$ cat src/rtl/perceptron_trainer_pkg.sv
// rtl/perceptron_trainer_pkg.sv - shared types, defaults and saturating helpers for the perceptron trainer
//
// Purpose: FSM state encoding, parameter defaults, derived width helpers and
//          saturating add/sub functions shared by the trainer and its weight store.
// Ports:   none (package).

package perceptron_trainer_pkg;

  localparam int N_IN_DEF      = 8;
  localparam int W_W_DEF       = 8;
  localparam int THRESHOLD_DEF = 8;
  localparam int LR_DEF        = 1;

  // Width helpers: index into the weight vector, and an accumulator wide
  // enough that summing N_IN full-scale weights can never wrap.
  function automatic int idx_width(input int n_in);
    return $clog2(n_in);
  endfunction

  function automatic int acc_width(input int n_in, input int w_w);
    return w_w + $clog2(n_in) + 1;
  endfunction

  localparam int IDX_W_DEF = idx_width(N_IN_DEF);
  localparam int ACC_W_DEF = acc_width(N_IN_DEF, W_W_DEF);

  typedef enum logic [2:0] {
    ST_IDLE   = 3'd0,
    ST_ACCUM  = 3'd1,
    ST_DECIDE = 3'd2,
    ST_UPDATE = 3'd3,
    ST_RESP   = 3'd4
  } state_t;

  // Saturating increment: result clamps at max_v instead of wrapping.
  function automatic logic [31:0] sat_add(input logic [31:0] v,
                                          input logic [31:0] step,
                                          input logic [31:0] max_v);
    logic [32:0] s;
    s = {1'b0, v} + {1'b0, step};
    if (s > {1'b0, max_v}) return max_v;
    return s[31:0];
  endfunction

  // Saturating decrement: result clamps at zero instead of wrapping.
  function automatic logic [31:0] sat_sub(input logic [31:0] v,
                                          input logic [31:0] step);
    if (v < step) return 32'd0;
    return v - step;
  endfunction

endpackage

$ cat src/rtl/perceptron_trainer_weight_store.sv
// rtl/perceptron_trainer_weight_store.sv - weight and bias register file with one write port and async reads
//
// Purpose: holds N_IN weights plus the bias. One synchronous write port shared
//          by configuration preload and training updates; two combinational
//          weight read ports (external inference fetch, internal datapath).
// Ports:
//   clk, rst             clock, synchronous active-high reset (clears all entries)
//   we, wr_idx, wr_data  write strobe, index (N_IN selects bias), value
//   rd_idx, rd_weight    external read port, combinational
//   acc_idx, acc_weight  internal read port used by accumulate/update
//   bias                 current bias value

module perceptron_weight_store #(
  parameter int N_IN  = 8,
  parameter int W_W   = 8,
  parameter int IDX_W = $clog2(N_IN)
) (
  input  logic             clk,
  input  logic             rst,
  input  logic             we,
  input  logic [IDX_W:0]   wr_idx,
  input  logic [W_W-1:0]   wr_data,
  input  logic [IDX_W-1:0] rd_idx,
  output logic [W_W-1:0]   rd_weight,
  input  logic [IDX_W-1:0] acc_idx,
  output logic [W_W-1:0]   acc_weight,
  output logic [W_W-1:0]   bias
);

  logic [W_W-1:0] weights [N_IN];
  logic [W_W-1:0] bias_q;

  always_ff @(posedge clk) begin
    if (rst) begin
      for (int k = 0; k < N_IN; k++) begin
        weights[k] <= '0;
      end
      bias_q <= '0;
    end else if (we) begin
      // Index N_IN addresses the bias; anything above it is silently dropped.
      if (wr_idx == (IDX_W+1)'(N_IN)) begin
        bias_q <= wr_data;
      end else if (wr_idx < (IDX_W+1)'(N_IN)) begin
        weights[wr_idx[IDX_W-1:0]] <= wr_data;
      end
    end
  end

  assign rd_weight  = weights[rd_idx];
  assign acc_weight = weights[acc_idx];
  assign bias       = bias_q;

endmodule

$ cat src/rtl/perceptron_trainer.sv
// rtl/perceptron_trainer.sv - serial perceptron training engine owning the weight/bias store
//
// Purpose: accepts labelled binary samples, accumulates the weighted sum one
//          input per cycle, predicts against THRESHOLD, and on a misprediction
//          applies the perceptron rule (weights of active inputs and the bias
//          step by LR toward the label, saturating). Exposes the store for reads.
// Ports:
//   clk, rst                              clock, synchronous active-high reset
//   sample_valid/ready, sample_x/label    sample handshake and payload
//   result_valid/ready, result_pred/err   result handshake, prediction and error flag
//   cfg_we, cfg_idx, cfg_data             preload write (honoured only in IDLE)
//   rd_idx, rd_weight, bias_out           combinational weight/bias read
//   err_count, clr_stats                  saturating misprediction counter and clear

module perceptron_trainer
  import perceptron_trainer_pkg::*;
#(
  parameter int N_IN      = N_IN_DEF,
  parameter int W_W       = W_W_DEF,
  parameter int THRESHOLD = THRESHOLD_DEF,
  parameter int LR        = LR_DEF
) (
  input  logic                    clk,
  input  logic                    rst,
  input  logic                    sample_valid,
  output logic                    sample_ready,
  input  logic [N_IN-1:0]         sample_x,
  input  logic                    sample_label,
  output logic                    result_valid,
  input  logic                    result_ready,
  output logic                    result_pred,
  output logic                    result_err,
  input  logic                    cfg_we,
  input  logic [$clog2(N_IN):0]   cfg_idx,
  input  logic [W_W-1:0]          cfg_data,
  input  logic [$clog2(N_IN)-1:0] rd_idx,
  output logic [W_W-1:0]          rd_weight,
  output logic [W_W-1:0]          bias_out,
  output logic [15:0]             err_count,
  input  logic                    clr_stats
);

  localparam int IDX_W = idx_width(N_IN);
  localparam int ACC_W = acc_width(N_IN, W_W);
  localparam int CNT_W = IDX_W + 1;
  localparam int SUM_W = ACC_W + 1;
  localparam logic [31:0] W_MAX = 32'({W_W{1'b1}});

  state_t            state_q, state_d;
  logic [N_IN-1:0]   x_q;
  logic              label_q;
  logic [ACC_W-1:0]  acc_q;
  logic [CNT_W-1:0]  idx_q;
  logic              pred_q;
  logic              err_q;
  logic [15:0]       err_count_q;

  logic [IDX_W-1:0]  cur;
  logic [W_W-1:0]    cur_weight;
  logic [W_W-1:0]    bias_q;
  logic [SUM_W-1:0]  sum;
  logic              pred_now;
  logic              accum_last;
  logic              upd_last;
  logic [W_W-1:0]    upd_src;
  logic [W_W-1:0]    upd_val;

  logic              wr_en;
  logic [CNT_W-1:0]  wr_idx;
  logic [W_W-1:0]    wr_data;

  perceptron_weight_store #(
    .N_IN  (N_IN),
    .W_W   (W_W),
    .IDX_W (IDX_W)
  ) u_store (
    .clk        (clk),
    .rst        (rst),
    .we         (wr_en),
    .wr_idx     (wr_idx),
    .wr_data    (wr_data),
    .rd_idx     (rd_idx),
    .rd_weight  (rd_weight),
    .acc_idx    (cur),
    .acc_weight (cur_weight),
    .bias       (bias_q)
  );

  assign cur        = idx_q[IDX_W-1:0];
  assign sum        = SUM_W'(acc_q) + SUM_W'(bias_q);
  assign pred_now   = (sum >= SUM_W'(THRESHOLD));
  assign accum_last = (idx_q == CNT_W'(N_IN - 1));
  // The update walk runs one step past the last weight to reach the bias.
  assign upd_last   = (idx_q == CNT_W'(N_IN));
  assign upd_src    = upd_last ? bias_q : cur_weight;
  assign upd_val    = label_q ? W_W'(sat_add(32'(upd_src), 32'(LR), W_MAX))
                              : W_W'(sat_sub(32'(upd_src), 32'(LR)));

  always_comb begin
    state_d      = state_q;
    sample_ready = 1'b0;
    result_valid = 1'b0;
    wr_en        = 1'b0;
    wr_idx       = cfg_idx;
    wr_data      = cfg_data;
    case (state_q)
      ST_IDLE: begin
        sample_ready = 1'b1;
        // A cfg write in the accept cycle lands before ACCUM's first read.
        wr_en = cfg_we;
        if (sample_valid) state_d = ST_ACCUM;
      end
      ST_ACCUM: begin
        if (accum_last) state_d = ST_DECIDE;
      end
      ST_DECIDE: begin
        state_d = (pred_now != label_q) ? ST_UPDATE : ST_RESP;
      end
      ST_UPDATE: begin
        wr_en   = upd_last | x_q[cur];
        wr_idx  = idx_q;
        wr_data = upd_val;
        if (upd_last) state_d = ST_RESP;
      end
      ST_RESP: begin
        result_valid = 1'b1;
        if (result_ready) state_d = ST_IDLE;
      end
      default: state_d = ST_IDLE;
    endcase
  end

  always_ff @(posedge clk) begin
    if (rst) begin
      state_q     <= ST_IDLE;
      x_q         <= '0;
      label_q     <= 1'b0;
      acc_q       <= '0;
      idx_q       <= '0;
      pred_q      <= 1'b0;
      err_q       <= 1'b0;
      err_count_q <= '0;
    end else begin
      state_q <= state_d;
      case (state_q)
        ST_IDLE: begin
          if (sample_valid) begin
            x_q     <= sample_x;
            label_q <= sample_label;
            acc_q   <= '0;
            idx_q   <= '0;
          end
        end
        ST_ACCUM: begin
          if (x_q[cur]) acc_q <= acc_q + ACC_W'(cur_weight);
          idx_q <= idx_q + 1'b1;
        end
        ST_DECIDE: begin
          pred_q <= pred_now;
          err_q  <= (pred_now != label_q);
          idx_q  <= '0;
        end
        ST_UPDATE: begin
          idx_q <= idx_q + 1'b1;
        end
        default: ;
      endcase

      // RESP is entered with err=1 only from the final UPDATE step.
      if (clr_stats) begin
        err_count_q <= '0;
      end else if (state_q == ST_UPDATE && upd_last && err_count_q != 16'hFFFF) begin
        err_count_q <= err_count_q + 16'd1;
      end
    end
  end

  assign result_pred = pred_q;
  assign result_err  = err_q;
  assign bias_out    = bias_q;
  assign err_count   = err_count_q;

endmodule

$ cat config.mk
export PLATFORM = sky130hd
export DESIGN_NAME = perceptron_trainer
export DESIGN_NICKNAME = d
export VERILOG_FILES = /design/src/rtl/perceptron_trainer_pkg.sv /design/src/rtl/perceptron_trainer_weight_store.sv /design/src/rtl/perceptron_trainer.sv
export SDC_FILE = /design/constraint.sdc
export NUM_CORES = 1
export LEC_CHECK = 0
export CAP_MARGIN = 20
export CORE_ASPECT_RATIO = 0.5
export CORE_UTILIZATION = 45
export CTS_CLUSTER_SIZE = 10
export DETAILED_ROUTE_END_ITERATION = 10
export PLACE_DENSITY_LB_ADDON = 0.1
export SYNTH_ARGS = -nofsm -noshare
export SYNTH_HDL_FRONTEND = slang
export SYNTH_HIERARCHICAL = 1
export SYNTH_SLANG_ARGS = --single-unit
$ cat constraint.sdc
create_clock -name clk -period 10.09 [get_ports clk]
set_input_delay 1.5135 -clock clk [delete_from_list [all_inputs] [get_ports clk]]
set_output_delay 1.5135 -clock clk [all_outputs]
set_load 0.02 [all_outputs]
==> results.py <==
metrics = {
    "timing": {
        "setup_violations": 0,
        "tns_ns": 0,
        "fmax_mhz": 183.5,
        "hold_viol": 0,
        "period_share": 0.5401,
        "rsz0062_at_grt": "false",
        "worst_pin_slew_ns": 0.9386,
        "layout_min_cycle_time_ns": 5.449,
        "maxSlewViolCount": 0,
        "skew_ns": 0.01143,
        "hold_ws_ns": 0.4565,
        "slew-limit-headroom": 0.3677,
    },
    "synthesis": {
        "synth_top_area_frac": 0.2564,
        "yosysSeqAreaShare": 0.4007,
        "synthArstFlopShare": 0,
        "synthesis.area_um2": 7495,
        "synth_ff_type": "edfxtp_1",
        "syn_inst": 696,
        "synthTopCellsByArea": "edfxtp_1 26%, dfxtp_1 14%, and2_1 5.8%, mux4_1 5.6%, ha_1 3.7%",
        "synth_largest_area_cell": "edfxtp_1",
        "synth.avg_cell_area_um2": 10.77,
        "ys_warn_count": 6,
        "synth_edf_count": 64,
        "synth-seq-cells": 118,
        "synthDistinctLibCells": 77,
        "syn_nets": 750,
    },
    "finish": {
        "final_common_cell": "and2_1",
        "area_growth_pct": 17.60,
        "drive_gt1_frac": 0.1320,
        "multi_input_area_um2": 4242,
        "fin_cells": 986,
        "num-fill-cells": 1365,
        "fin_area_um2": 8813,
        "fin_nets": 807,
        "antenna_cells": 0,
        "layout_common_cells": "69 x and2_1, 64 x clkdlybuf4s50_1, 64 x edfxtp_1",
        "seqCellArea_um2": 3003,
    },
    "critical_path": {
        "crit_path_start_kind": "primary input",
        "worst_path_most_repeated_cell": "clkdlybuf4s50_1",
        "worst-setup-path-type": "primary input to output pin",
        "critPathMaxFanout": 16,
        "slowest_stage": "clkdlybuf4s50_1",
        "r2r_slack_ns": 5.70,
        "required_ns": 8.58,
        "endpoint_kind": "output pin",
        "cpPeakStageDelay_ns": 1.00,
        "path_cells": "clkdlybuf4s50_1, mux4_4, mux2_2, clkdlybuf4s50_1",
        "cp_data_arrival_time_ns": 3.94,
    },
    "floorplanning": {
        "num_rows": 32,
        "ioPinCount": 66,
        "die_y_um": 93.26,
        "start_util": 0.4739,
        "die_x_um": 184.5,
        "core_area_um2": 15820,
        "dieArea_um2": 17210,
    },
    "clock_network": {
        "cts-root-buf": "clkbuf_16",
        "post_cts_buffers": 0,
        "cts_tree": "done",
        "cts_sinks": 118,
        "post_cts_resized": 0,
        "clock_path_buffers": 2,
        "path_clk_slew_ns": 0.06,
        "htree_levels": 4,
        "numCtsBuffers": 17,
        "worstSkewPairLatency_ns": 0.41,
        "ctsHoldBuffers": 0,
    },
    "pwr": {
        "power.switching_mw": 0.3585,
        "power_mw": 1.309,
        "p_per_area_nw_per_um2": 148.6,
        "swShare": 0.2738,
        "p_seq_frac": 0.411,
        "comb_power_share": 0.151,
        "p_int_mw": 0.9509,
        "p_clk_frac": 0.438,
        "ir_drop_uv": 91.91,
        "leakage_nw": 3.315,
    },
    "route": {
        "firstDrtPassIters": 5,
        "drtAntennaViolNets": 0,
        "drtIter0Drc": 400,
        "dr_total_vias": 5517,
        "wl_mm": 18.58,
        "routedWlPerCell_um": 18.84,
        "drcViolationCount": 0,
        "via_per_inst": 5.595,
    },
    "flow_run": {
        "maxCapViolCount": 0,
    },
    "hold_path": {
        "hp-class": "flip-flop to flip-flop",
    },
    "grt": {
        "antenna_found_initial": 0,
        "grt_pass1_wl_mm": 29.15,
        "grt_use_total": 0.2261,
        "overflow": 0,
        "grt_pass1_vias": 5388,
        "grt_max_degree": 58,
    },
    "status": {
        "outcome": "completed",
    },
    "place": {
        "placed_cell_area_um2": 8234,
        "portBuffers": 65,
        "place_congestion": 0.8386,
        "place_inst": 954,
        "dp_hpwl_mm": 12.77,
    },
}
==> area by class of cell <==
cell class,instances,area share
Multi-Input combinational cell,536,0.4813
Sequential cell,118,0.3407
Timing Repair Buffer,70,0.07978
Clock buffer,17,0.04827
Tap cell,221,0.03137
Clock inverter,14,0.01434
Inverter,10,0.004259
==> synth_stat cells, types with 4 or more instances <==
library cell / number
edfxtp_1: 64
nand3_1: 18
a21o_1: 4
mux2_2: 19
nor2b_1: 5
mux4_2: 10
nand4_1: 8
and2_1: 69
xnor2_1: 12
clkbuf_8: 4
xor2_1: 22
mux2i_1: 16
a31oi_1: 4
o21ai_0: 17
dfxtp_1: 54
nor3_1: 10
a21oi_1: 30
or3_1: 7
nand2b_1: 24
o22ai_1: 6
mux4_1: 16
nor4_1: 4
inv_1: 10
ha_1: 22
clkbuf_1: 15
o21ai_1: 4
a211oi_1: 6
nand2_1: 57
o31ai_1: 4
o21a_1: 4
buf_6: 5
or2_2: 11
nor2_1: 58
mux4_4: 8
==> sequential cells by signal, summed over array words and instances (netlist names) <==
name and flops:
acc_q 12, err_count 16, idx_q 4, label_q 1, result_err 1, result_pred 1, state_q 3, u_store/bias 8
u_store/weights 64, x_q 8
==> cell families after synthesis <==
logic type | share of synthesized area
muxes | 0.1676
adders and majority gates | 0.04207
DFF | 0.4007
xor gates and xnor gates | 0.04190
buffers and inverters | 0.03339
AOI/OAI and AO/OA | 0.09049
and+or+nand+nor | 0.2239
==> worst max-delay path: cells and delay by family <==
kind / cells / cell delay [ns]
multiplexers: 2 / 0.86
buffers and inverters: 2 / 1.55
==> through the flow <==
step / worst slack (ns) / utilization
CTS: 4.254 / 0.5555
floorplan: 5.928 / -
finish: 4.641 / 0.5573
detailed placement: 4.275 / 0.5206
global placement: 4.332 / 0.5206
global route: 4.564 / 0.5573
==> worst paths after layout <==
kind              from                     to  cells after the start
max reg2reg   idx_q[0]  u_store/weights[3][3]                     14
min             x_q[6]                 x_q[6]                      2
max          rd_idx[2]           rd_weight[1]                      4
min reg2reg     x_q[6]                 x_q[6]                      2
==> power groups by stage <==
stage                     Sequential (mW)  Clock (mW)  Combinational [mW]
after floorplan                     0.541           0               0.144
after global placement              0.547           0               0.194
after detailed placement            0.548           0               0.196
after CTS                           0.538       0.581               0.196
after global routing                0.540       0.601               0.215
final                               0.538       0.574               0.198
==> layer usage <==
layer | global-route usage | share of wire
met5 | 0 | 0
met4 | 0.04375 | 0.0041
met3 | 0.04050 | 0.043
met2 | 0.3780 | 0.47
met1 | 0.3088 | 0.48
No activity file was read; power rests on OpenSTA's default activity.
